File: src/rtl/bichito_motion_ctrl_if.sv
// Control/position bundle between the bichito motion sequencer and its
// neighbours (VGA timing, button pads, sprite renderer).
interface bichito_motion_ctrl_if;
    logic        frame_tick;
    logic        enable;
    logic        btn_left;
    logic        btn_right;
    logic        btn_up;
    logic [9:0]  curr_x;
    logic [31:0] curr_y;
    logic        jumping;
    logic        update_done;

    modport master (
        output frame_tick, enable, btn_left, btn_right, btn_up,
        input  curr_x, curr_y, jumping, update_done
    );

    modport slave (
        input  frame_tick, enable, btn_left, btn_right, btn_up,
        output curr_x, curr_y, jumping, update_done
    );
endinterface

File: src/rtl/bichito_motion_ctrl.sv
// Per-frame motion sequencer for the bichito sprite: synchronised buttons,
// horizontal walk with edge clamps, and a ground/rise/fall jump FSM.
module bichito_motion_ctrl #(
    parameter logic [9:0] X_INIT      = 10'd315,
    parameter logic [9:0] Y_GROUND    = 10'd240,
    parameter logic [9:0] X_MIN       = 10'd0,
    parameter logic [9:0] X_MAX       = 10'd632,
    parameter logic [9:0] Y_MIN       = 10'd0,
    parameter logic [9:0] STEP_X      = 10'd2,
    parameter logic [9:0] STEP_Y      = 10'd3,
    parameter logic [7:0] JUMP_FRAMES = 8'd16
) (
    input logic                   clk,
    input logic                   rst,
    bichito_motion_ctrl_if.slave  bus
);
    typedef enum logic [1:0] {GROUND, RISE, FALL} state_t;

    state_t      state_q, state_d;
    logic [9:0]  x_q, x_d, y_q, y_d;
    logic [7:0]  air_q, air_d;
    logic        jump_req_q, jump_req_d;
    logic        jumping_q, done_q;
    logic [2:0]  sync1_q, sync2_q;      // {up, right, left}
    logic        up_prev_q;

    logic        upd, up_edge, left_s, right_s;
    logic [10:0] x_dec, x_inc, y_dec, y_inc;

    assign left_s  = sync2_q[0];
    assign right_s = sync2_q[1];
    assign up_edge = sync2_q[2] & ~up_prev_q;
    assign upd     = bus.frame_tick & bus.enable;

    // An edge coinciding with a tick survives; otherwise every tick drops the request.
    assign jump_req_d = up_edge | (jump_req_q & ~bus.frame_tick);

    // 11-bit arithmetic: bit 10 of a difference flags a borrow below zero.
    assign x_dec = {1'b0, x_q} - {1'b0, STEP_X};
    assign x_inc = {1'b0, x_q} + {1'b0, STEP_X};
    assign y_dec = {1'b0, y_q} - {1'b0, STEP_Y};
    assign y_inc = {1'b0, y_q} + {1'b0, STEP_Y};

    always_comb begin
        state_d = state_q;
        x_d     = x_q;
        y_d     = y_q;
        air_d   = air_q;
        if (upd) begin
            if (left_s && !right_s)
                x_d = (x_dec[10] || (x_dec[9:0] < X_MIN)) ? X_MIN : x_dec[9:0];
            else if (right_s && !left_s)
                x_d = (x_inc > {1'b0, X_MAX}) ? X_MAX : x_inc[9:0];

            case (state_q)
                GROUND: begin
                    if (jump_req_q) begin
                        state_d = RISE;
                        y_d     = (y_dec[10] || (y_dec[9:0] < Y_MIN)) ? Y_MIN : y_dec[9:0];
                        air_d   = 8'd1;
                    end else begin
                        y_d = Y_GROUND;
                    end
                end
                RISE: begin
                    // The exit tick is a one-frame apex hold.
                    if (air_q == JUMP_FRAMES) begin
                        state_d = FALL;
                        air_d   = 8'd0;
                    end else begin
                        y_d   = (y_dec[10] || (y_dec[9:0] < Y_MIN)) ? Y_MIN : y_dec[9:0];
                        air_d = air_q + 8'd1;
                    end
                end
                FALL: begin
                    if (y_inc >= {1'b0, Y_GROUND}) begin
                        y_d     = Y_GROUND;
                        state_d = GROUND;
                    end else begin
                        y_d = y_inc[9:0];
                    end
                end
                default: begin
                    state_d = GROUND;
                    y_d     = Y_GROUND;
                    air_d   = 8'd0;
                end
            endcase
        end
    end

    always_ff @(posedge clk or negedge rst) begin
        if (!rst) begin
            state_q    <= GROUND;
            x_q        <= X_INIT;
            y_q        <= Y_GROUND;
            air_q      <= 8'd0;
            jump_req_q <= 1'b0;
            jumping_q  <= 1'b0;
            done_q     <= 1'b0;
            sync1_q    <= 3'b000;
            sync2_q    <= 3'b000;
            up_prev_q  <= 1'b0;
        end else begin
            state_q    <= state_d;
            x_q        <= x_d;
            y_q        <= y_d;
            air_q      <= air_d;
            jump_req_q <= jump_req_d;
            jumping_q  <= (state_d != GROUND);
            done_q     <= upd;
            sync1_q    <= {bus.btn_up, bus.btn_right, bus.btn_left};
            sync2_q    <= sync1_q;
            up_prev_q  <= sync2_q[2];
        end
    end

    assign bus.curr_x      = x_q;
    assign bus.curr_y      = {22'b0, y_q};
    assign bus.jumping     = jumping_q;
    assign bus.update_done = done_q;
endmodule

File: src/flat_wrapper.sv
// flat-port wrapper written by rule: the top's interface ports become plain ports
module bichito_motion_ctrl_flat 
#(
    parameter logic [9:0] X_INIT      = 10'd315,
    parameter logic [9:0] Y_GROUND    = 10'd240,
    parameter logic [9:0] X_MIN       = 10'd0,
    parameter logic [9:0] X_MAX       = 10'd632,
    parameter logic [9:0] Y_MIN       = 10'd0,
    parameter logic [9:0] STEP_X      = 10'd2,
    parameter logic [9:0] STEP_Y      = 10'd3,
    parameter logic [7:0] JUMP_FRAMES = 8'd16
)
  (clk, rst, bus_frame_tick, bus_enable, bus_btn_left, bus_btn_right, bus_btn_up, bus_curr_x, bus_curr_y, bus_jumping, bus_update_done);
  bichito_motion_ctrl_if bus_i ();
  input logic clk;
  input logic rst;
  input wire logic [$bits(bus_i.frame_tick)-1:0] bus_frame_tick;
  input wire logic [$bits(bus_i.enable)-1:0] bus_enable;
  input wire logic [$bits(bus_i.btn_left)-1:0] bus_btn_left;
  input wire logic [$bits(bus_i.btn_right)-1:0] bus_btn_right;
  input wire logic [$bits(bus_i.btn_up)-1:0] bus_btn_up;
  output wire logic [$bits(bus_i.curr_x)-1:0] bus_curr_x;
  output wire logic [$bits(bus_i.curr_y)-1:0] bus_curr_y;
  output wire logic [$bits(bus_i.jumping)-1:0] bus_jumping;
  output wire logic [$bits(bus_i.update_done)-1:0] bus_update_done;
  assign bus_i.frame_tick = bus_frame_tick;
  assign bus_i.enable = bus_enable;
  assign bus_i.btn_left = bus_btn_left;
  assign bus_i.btn_right = bus_btn_right;
  assign bus_i.btn_up = bus_btn_up;
  assign bus_curr_x = bus_i.curr_x;
  assign bus_curr_y = bus_i.curr_y;
  assign bus_jumping = bus_i.jumping;
  assign bus_update_done = bus_i.update_done;
  bichito_motion_ctrl #(.X_INIT(X_INIT), .Y_GROUND(Y_GROUND), .X_MIN(X_MIN), .X_MAX(X_MAX), .Y_MIN(Y_MIN), .STEP_X(STEP_X), .STEP_Y(STEP_Y), .JUMP_FRAMES(JUMP_FRAMES)) u_core (.clk(clk), .rst(rst), .bus(bus_i));
endmodule
File: config.mk
export PLATFORM = sky130hd
export DESIGN_NAME = bichito_motion_ctrl_flat
export DESIGN_NICKNAME = d
export VERILOG_FILES = /design/src/rtl/bichito_motion_ctrl_if.sv /design/src/rtl/bichito_motion_ctrl.sv /design/src/flat_wrapper.sv
export SDC_FILE = /design/constraint.sdc
export NUM_CORES = 1
export LEC_CHECK = 0
export CORE_MARGIN = 1.5
export CORE_UTILIZATION = 48
export DETAILED_ROUTE_END_ITERATION = 8
export PLACE_DENSITY = 0.75
export REMOVE_ABC_BUFFERS = 1
export SYNTH_ARGS = -nofsm -noshare
export SYNTH_HDL_FRONTEND = slang
export SYNTH_SLANG_ARGS = --single-unit
File: constraint.sdc
create_clock -name clk -period 2.5 [get_ports clk]
set_input_delay 0.5 -clock clk [delete_from_list [all_inputs] [get_ports clk]]
set_output_delay 0.5 -clock clk [all_outputs]
set_load 0.02 [all_outputs]
==> metrics.md <==
| Metric | Value |
|---|---|
| Relative slew margins | between 40% and 50% |
| CP max stage cell | dfstp_2 |
| Final Slew Violations | 0 |
| Ranking of synthesized cells by area | dfrtp_1 27%, dfstp_2 9.3%, buf_4 6.9% |
| Grt ovf | 0 |
| Iteration-0 DRC Markers | ~160 |
| Kind of critical path | flip-flop to flip-flop |
| Hold_ws | 0.310 ns |
| Largest net degree at the start of global routing | between 40 and 50 |
| Clk sinks | 40 |
| Wirelength per Cell | 15.1 um |
| DRT Pass-1 Iters | 5 |
| Setup TNS | 0 ns |
| Measured slew at the worst slew-check pin | 0.864 ns |
| Hold Crit Class | input port to async pin |
| RSZ-0062 raised after global routing | no |
| Total die area | 0.00634 mm^2 |
| Top sig layer | met4 |
| Buffers on Ports | 28 |
| Clock transition at the registers of the reported paths | 0.09 ns |
| Fmax | 0.418 GHz |
| Placer Congestion | 0.973 |
| Met1 WL | 2970 um |
| Lkg Pwr | 0.00136 uW |
| DRC Markers | 0 |
| Final setup fails | 0 |
| Most common cell after layout, fill and taps aside | o21ai_0 |
| Hold buffers post-CTS | 0 |
| Max VDD drop | 607 uV |
| Layout cells sized above 1 | 11.9% |
| Clock buffer depth | 2 |
| Final hold vios | 0 |
| Commonest register cell after synthesis | dfrtp_1 |
| Die H | 79.6 um |
| Sequential cell area fraction in the yosys report | 36.0% |
| Root buf cell | clkbuf_8 |
| Htree depth | 2 |
| GRT Total Usage | a little under a quarter |
| Post-synth top area cell | dfrtp_1 |
| Syn Area/Cell | approximately 8.2 um^2 |
| DPL Wire Length | about 5000 um |
| Crit start category | flip-flop |
| Critical Path AT | 2.57 ns |
| Via count | 2685 |
| Worst Path Required | 2.68 ns |
| Fin util | 58.8% |
| Antenna cells | 0 |
| Mapped Area | 0.00282 mm^2 |
| Vias in the first global route | 2487 |
| Async set-reset flop share out of synthesis | 100% |
| Clk Latency, worst-skew pair | 0.30 ns |
| Crit end category | flip-flop |
| Detail-routed via count per cell | a little under 6 |
| Netlist cell types | 64 |
| Global-route wire length before repair | 11400 um |
| Area after DPL | approximately 0.0032 mm^2 |
| Placed instance count | 441 |
| Initial Util | 50.5% |
| Remaining antenna violation count after routing | 0 |
| Length of routed met2 wiring | 3200 um |
| Critical path cell sequence | nand4_4 > or3_1 > a211o_1 > o311a_4 > a221oi_1 > a21oi_1 |
| I/O pins | between 50 and 60 |
| Max cap viols | 0 |
| Initial antenna violation count | 0 |
| Yosys reg bits | 40 |
| TritonCTS Buffers | 5 |
| Final Critical Period | 2.39 ns |
| Synth warn | 0 |
| Commonest cells after routing, fill and taps aside | 34 x o21ai_0, 30 x nor2_1, 29 x dfrtp_1 |
| Routed wl met3 | 491 um |
| CTS tree | yes |
| Core ar. | 0.00557 mm^2 |
| Finished Cell Area | 0.00328 mm^2 |
| Max stage delay on crit path | 0.67 ns |
| Chip Width | 79.6 um |
| WL final | 6780 um |
| PD cells | 1010 mW/mm^2 |
| Max FO, Critical Path | 10 |
| Status | complete, no violations |
| Nets | 391 |
| Final Skew | just over 0.008 ns |
| Period utilization | 95.7% |
| Core Rows | 27 |
| Area delta synth->final | 16.3% |
| Share of the synthesized area in the top cell type | 26.7% |
| Post-route insts no fill | 450 |
| Number of synthesized flops with an enable pin | 0 |
| Mapped Cells | 342 |
==> layout make-up <==
type,instances,area (um^2)
clock buffer,5,68.8
clock inverter,3,46.3
fill,509,2300
inverter,19,71.3
multi-input combinational,263,1560
sequential,40,1010
tap,72,90.1
timing repair buffer,48,425
==> power breakdown <==
group          internal, uW  switching (uW)  total (uW)  leakage (uW)
Clock                   301             256         557     0.0000548
Combinational           690             882        1570      0.000832
Sequential              848             333        1180      0.000477
Total                  1840            1470        3310       0.00136
==> worst paths after layout <==
kind / start / end / slack [ns] / cells after the start
max reg2reg: u_core.y_q[4] / u_core.y_q[3] / 0.11 / 6
max in group asynchronous: rst / u_core.y_q[1] / 1.60 / 1
max: u_core.y_q[4] / u_core.y_q[3] / 0.11 / 6
min in group clk: u_core.sync1_q[1] / u_core.sync2_q[1] / 0.36 / 0
min reg2reg: u_core.sync1_q[1] / u_core.sync2_q[1] / 0.36 / 0
min: rst / u_core.air_q[2] / 0.31 / 1
==> synthesized netlist by cell type (3+ instances only) <==
| cell | count |
|---|---|
| o21ai_0 | 36 |
| dfrtp_1 | 30 |
| nor2_1 | 30 |
| a21oi_1 | 27 |
| nand2_1 | 27 |
| buf_4 | 26 |
| inv_1 | 18 |
| clkbuf_1 | 13 |
| nor3_1 | 11 |
| dfstp_2 | 10 |
| nand3_1 | 9 |
| and3_1 | 7 |
| ha_1 | 7 |
| nor4_1 | 5 |
| o22ai_1 | 5 |
| a22oi_1 | 4 |
| a31oi_1 | 4 |
| xor2_1 | 4 |
| a221oi_1 | 3 |
| a22o_1 | 3 |
| nand2b_1 | 3 |
| nand3b_1 | 3 |
| o211ai_1 | 3 |
| o31ai_1 | 3 |
| or3_1 | 3 |
==> critical path, delay by kind of cell (launching register included) <==
family	cells	cell delay, ns
and+or+nand+nor	2	0.51
DFF	1	0.67
AOI/OAI and AO/OA	4	1.09
==> metal layers <==
metal / track usage (%) / vias up
li1: - / 1283
met1: 29.8 / 1264
met2: 36.4 / 124
met3: 4.23 / 14
met5: 0 / -
met4: 9.30 / 0
==> what timing repair did <==
| item | in CTS | in global routing |
|---|---|---|
| buffers inserted | 0 | 1 |
| resized for setup | 0 | 5 |
| setup endpoints to repair | 0 | 9 |
==> per-stage QoR <==
stage / total power, uW / worst slack, ns
floorplan: 2090 / 0.117
global placement: 2690 / 0.109
detailed placement: 2720 / 0.0446
CTS: 3290 / 0.0193
global route: 3530 / 0.00164
finish: 3310 / 0.107
==> logic make-up after synthesis <==
family,synth area share (%)
XOR/XNOR,1.87
flip-flops,36.0
AO/OA/AOI/OAI,27.3
adder cells (fa/ha/maj),3.11
AND/OR/NAND/NOR,19.0
multiplexers,1.11
other,0.133
buffers and inverters,11.5
==> sequential cells by signal, indices dropped and copies added, names as in the netlist <==
| signal | cells |
|---|---|
| u_core.bus.update_done | 1 |
| u_core.sync1_q | 3 |
| u_core.bus.jumping | 1 |
| u_core.bus.curr_x | 10 |
| u_core.state_q | 2 |
| u_core.jump_req_q | 1 |
| u_core.up_prev_q | 1 |
| u_core.y_q | 10 |
| u_core.air_q | 8 |
| u_core.sync2_q | 3 |
No activity file was read; power rests on OpenSTA's default activity.
